[src/rtl/sub_serial_tx.sv]
// sub_serial_tx: single-line serial frame transmitter.
// Takes a parallel word over a valid/ready handshake and sends it LSB-first
// as start, data, [parity], stop, with each bit held for CLKS_PER_BIT clocks.
// Optional even parity bit: define SUB_SERIAL_TX_PARITY_EN to insert it
// after the data bits. The default build has no parity state or logic.
// All outputs are registered so TXD is glitch-free for the clocked receiver.

module sub_serial_tx #(
  parameter int DATA_W       = 8,
  parameter int CLKS_PER_BIT = 4
) (
  input  logic              CLK,
  input  logic              RST,
  input  logic [DATA_W-1:0] DIN,
  input  logic              DIN_VALID,
  output logic              DIN_READY,
  output logic              TXD,
  output logic              BUSY,
  output logic              DONE
);

  // Cycle counter is at least one bit wide, even when CLKS_PER_BIT is 1.
  localparam int CW = (CLKS_PER_BIT > 1) ? $clog2(CLKS_PER_BIT) : 1;
  localparam int BW = $clog2(DATA_W + 1);

  localparam logic [CW-1:0] CNT_MAX = CW'(CLKS_PER_BIT - 1);
  localparam logic [BW-1:0] BIT_MAX = BW'(DATA_W - 1);

`ifdef SUB_SERIAL_TX_PARITY_EN
  typedef enum logic [2:0] {
    S_IDLE,
    S_START,
    S_DATA,
    S_PARITY,
    S_STOP
  } state_t;
`else
  typedef enum logic [1:0] {
    S_IDLE,
    S_START,
    S_DATA,
    S_STOP
  } state_t;
`endif

  state_t            r_state;
  logic [DATA_W-1:0] r_shift;
  logic [CW-1:0]     r_cycleCnt;
  logic [BW-1:0]     r_bitCnt;
  logic [DATA_W-1:0] w_shiftNext;
  logic              w_bitEnd;
`ifdef SUB_SERIAL_TX_PARITY_EN
  logic              r_parity;
`endif

  // Next shift-register contents and end-of-bit strobe, shared by all states.
  assign w_shiftNext = r_shift >> 1;
  assign w_bitEnd    = (r_cycleCnt == CNT_MAX);

  // Frame sequencer; every output is loaded one cycle ahead so it is registered.
  always_ff @(posedge CLK or negedge RST) begin
    if (!RST) begin
      r_state    <= S_IDLE;
      r_shift    <= '0;
      r_cycleCnt <= '0;
      r_bitCnt   <= '0;
`ifdef SUB_SERIAL_TX_PARITY_EN
      r_parity   <= 1'b0;
`endif
      TXD        <= 1'b1;
      DIN_READY  <= 1'b0;
      BUSY       <= 1'b0;
      DONE       <= 1'b0;
    end else begin
      case (r_state)
        S_IDLE: begin
          TXD       <= 1'b1;
          BUSY      <= 1'b0;
          DONE      <= 1'b0;
          DIN_READY <= 1'b1;
          if (DIN_VALID && DIN_READY) begin
            r_shift    <= DIN;
`ifdef SUB_SERIAL_TX_PARITY_EN
            r_parity   <= ^DIN;
`endif
            r_cycleCnt <= '0;
            r_bitCnt   <= '0;
            r_state    <= S_START;
            TXD        <= 1'b0;
            BUSY       <= 1'b1;
            DIN_READY  <= 1'b0;
          end
        end

        S_START: begin
          if (w_bitEnd) begin
            r_cycleCnt <= '0;
            r_state    <= S_DATA;
            TXD        <= r_shift[0];
          end else begin
            r_cycleCnt <= r_cycleCnt + 1'b1;
          end
        end

        S_DATA: begin
          if (w_bitEnd) begin
            r_cycleCnt <= '0;
            if (r_bitCnt == BIT_MAX) begin
`ifdef SUB_SERIAL_TX_PARITY_EN
              r_state <= S_PARITY;
              TXD     <= r_parity;
`else
              r_state <= S_STOP;
              TXD     <= 1'b1;
`endif
            end else begin
              r_bitCnt <= r_bitCnt + 1'b1;
              r_shift  <= w_shiftNext;
              TXD      <= w_shiftNext[0];
            end
          end else begin
            r_cycleCnt <= r_cycleCnt + 1'b1;
          end
        end

`ifdef SUB_SERIAL_TX_PARITY_EN
        S_PARITY: begin
          if (w_bitEnd) begin
            r_cycleCnt <= '0;
            r_state    <= S_STOP;
            TXD        <= 1'b1;
          end else begin
            r_cycleCnt <= r_cycleCnt + 1'b1;
          end
        end
`endif

        S_STOP: begin
          if (w_bitEnd) begin
            r_cycleCnt <= '0;
            r_state    <= S_IDLE;
            TXD        <= 1'b1;
            BUSY       <= 1'b0;
            DIN_READY  <= 1'b1;
            DONE       <= 1'b1;
          end else begin
            r_cycleCnt <= r_cycleCnt + 1'b1;
          end
        end

        default: begin
          r_state    <= S_IDLE;
          r_cycleCnt <= '0;
          TXD        <= 1'b1;
          BUSY       <= 1'b0;
          DIN_READY  <= 1'b0;
          DONE       <= 1'b0;
        end
      endcase
    end
  end

endmodule

[config.mk]
export PLATFORM = sky130hd
export DESIGN_NAME = sub_serial_tx
export DESIGN_NICKNAME = d
export VERILOG_FILES = /design/src/rtl/sub_serial_tx.sv
export SDC_FILE = /design/constraint.sdc
export NUM_CORES = 1
export LEC_CHECK = 0
export CAP_MARGIN = 30
export CELL_PAD_IN_SITES_DETAIL_PLACEMENT = 0
export CELL_PAD_IN_SITES_GLOBAL_PLACEMENT = 2
export CORE_MARGIN = 2
export CORE_UTILIZATION = 31
export DETAILED_ROUTE_END_ITERATION = 12
export PLACE_DENSITY = 0.73
export SYNTH_ARGS = -nofsm -noshare
export SYNTH_HDL_FRONTEND = slang
export SYNTH_SLANG_ARGS = --single-unit
[constraint.sdc]
create_clock -name CLK -period 2 [get_ports CLK]
set_input_delay 0.4 -clock CLK [delete_from_list [all_inputs] [get_ports CLK]]
set_output_delay 0.4 -clock CLK [all_outputs]
set_load 0.005 [all_outputs]
==> impl_metrics.toml <==
[outcome]
status = "completed"

[logic_synthesis]
syn-mean-instance-area_um2 = 11.2
ys_seq_elements = 20
syn_area_mm2 = 0.00105
yosys.area.top_type = "dfrtp_1"
ys_types = 31
yosysTopAreaCellShare_pct = 45.2
netlist_instances = 94
ys_warn_count = 0
syn_nets = 111
ys_seq_area_share_pct = 47.7
ys_top_cells_by_area = "dfrtp_1 45%, o221a_1 7.5%, ha_1 7.1%"

[placement]
routabilityCongestion = 0.776
place_ws_ns = -0.0835
io_buffers = 14
hpwl_um = 1650

[route]
drtPass1Iterations = 4
drt_wl_total_um = 2220
drt_iter0_markers = 15
route.detailed.drc = 0
ant_nets = 0
dr_total_vias = 822
viasPerCell = 4.92
wl_per_cell_um = 13.3

[clock_tree]
clkTransAtPathRegs_ns = 0.13
cts_setup_buffers = 0
cts-root-buf = "clkbuf_4"
insertion_delay_ns = 0.31
cts.sinks = 20
cts_tree = "built"
cts_made_buffers = 3
clk_path_buf_depth = 2
cts_hold_buf = 0
cts_max_level = 1
ctsResizeCount = 0

[timing]
worst_pin_slew_ns = 0.457
setup_viol = 0
finalCritPeriodShare_pct = 92.8
finClkSkew_ns = 0.00406
whs_ns = 0.386
clock.fmax_mhz = 539
min_period_ns = 1.86
final_max_slew_viol_count = 0
slew_headroom_pct = 69.4
tns_ns = 0
rsz0062_at_grt = "false"
setup_ws_ns = 0.145
finalHoldViolCount = 0

[critical_path]
cp.required_ns = 2.26
path_class = "register to register"
end_kind = "register"
cp_data_arrival_time_ns = 2.11
worstPathMaxFanout = 4
worstSetupStartpointType = "register"

[global_routing]
grt_overflow = 0
grt_first_pass_wirelength_um = 3840
antenna_found_initial = 0
grt_max_degree = 13
grt_pass1_vias = 822
grtUsageTotal_pct = 12.5

[final_layout]
final_nets = 139
final_util_pct = 41.9
syn2layout_area_growth_pct = 31.1
n_antenna_cell = 0
drive_gt1_share_pct = 26.4

[power]
p_per_area_mw_per_mm2 = 1560
p_leak_nw = 0.575
peakVddDrop_uv = 429
power_mw = 2.14

[floorplanning]
fp.coreArea_mm2 = 0.00328
initial_core_util_pct = 32.0
die_x_um = 62.2
die_area_mm2 = 0.00387
num_rows = 21
ioPinCount = 15
chipHeight_um = 62.2

[min_path]
hp-class = "input port to asynchronous set/reset pin"

[flow_run]
maxCapViolCount = 0
[metrics by stage]
step	std cells	cell area, um^2
2_1_floorplan	94	1050
6_report	167	1380
3_5_place_dp	163	1320
3_3_place_gp	163	1320
5_1_grt	167	1380
4_1_cts	167	1370
[path summary, 6_finish.rpt]
kind	depth (start not counted)	startpoint	end	slack [ns]
worst min register to register	2	r_cycleCnt[1]	r_cycleCnt[1]	0.51
worst max-delay path	6	r_state[0]	r_bitCnt[3]	0.14
worst min-delay path	1	RST	DONE	0.39
min in group CLK	2	r_cycleCnt[1]	r_cycleCnt[1]	0.51
worst max register to register	6	r_state[0]	r_bitCnt[3]	0.14
max in group asynchronous	2	RST	r_shift[0]	1.09
[cells by family after synthesis]
group,share of synthesized area [%]
muxes,4.40
buffers and inverters,5.60
AOI/OAI and AO/OA,20.5
and+or+nand+nor,14.6
DFF,47.7
adders and majority gates,7.14
[layer usage]
| layer | global-route usage [%] | wire, um |
|---|---|---|
| met5 | 0 | 0 |
| met4 | 5.00 | 15 |
| met3 | 3.26 | 94 |
| met2 | 20.4 | 1070 |
| met1 | 15.9 | 1040 |
[worst max-delay path, stage by stage, from the launching register on]
cell and delay (ns):
dfrtp_1 0.40, inv_1 0.08, ha_1 0.25, buf_4 0.15
or3b_2 0.42, or4_1 0.40, nand3_1 0.09
[placed cells by master (no fill, tap or decap), drive strengths merged, types with 4 or more instances in the layout]
cell	synthesis	routed
o21ai	5	5
clkdlybuf4s50	0	14
dfrtp	19	19
or2	7	7
ha	6	6
nand3	4	4
o221a	8	8
inv	11	11
buf	3	12
[cell usage after synthesis]
master and n:
a21bo_2 1, a21boi_1 1, a21oi_1 2, a221oi_1 1, a31oi_1 1, and3b_1 1
buf_2 2, buf_4 1, dfrtp_1 19, dfstp_2 1, ha_1 6, inv_1 11
mux2_2 2, mux2i_1 1, mux2i_2 1, nand2_1 1, nand3_1 4, nand4b_1 2
nor2_1 3, nor3_1 1, nor3b_1 1, nor3b_2 1, o21ai_0 5, o221a_1 7
o221a_2 1, o22a_1 1, o22ai_1 3, o32a_1 3, or2_2 7, or3b_2 1
or4_1 2
[final cells by class]
class | count | area [um^2]
Fill cell | 337 | 1910
Sequential cell | 20 | 502
Multi-Input combinational cell | 60 | 494
Timing Repair Buffer | 26 | 230
Tap cell | 46 | 57.6
Inverter | 11 | 41.3
Clock inverter | 1 | 30.0
Clock buffer | 3 | 22.5
[state kept, by name, indices dropped and copies added, names as in the netlist]
register / cells
DONE: 1
r_cycleCnt: 2
TXD: 1
r_state: 2
DIN_READY: 1
r_shift: 8
r_bitCnt: 4
BUSY: 1
[where the power goes]
part | switching, mW | internal (mW)
clock | 0.143 | 0.203
combinational | 0.492 | 0.606
sequential | 0.117 | 0.581
total | 0.753 | 1.39
Power figures use the tool's default switching activity.
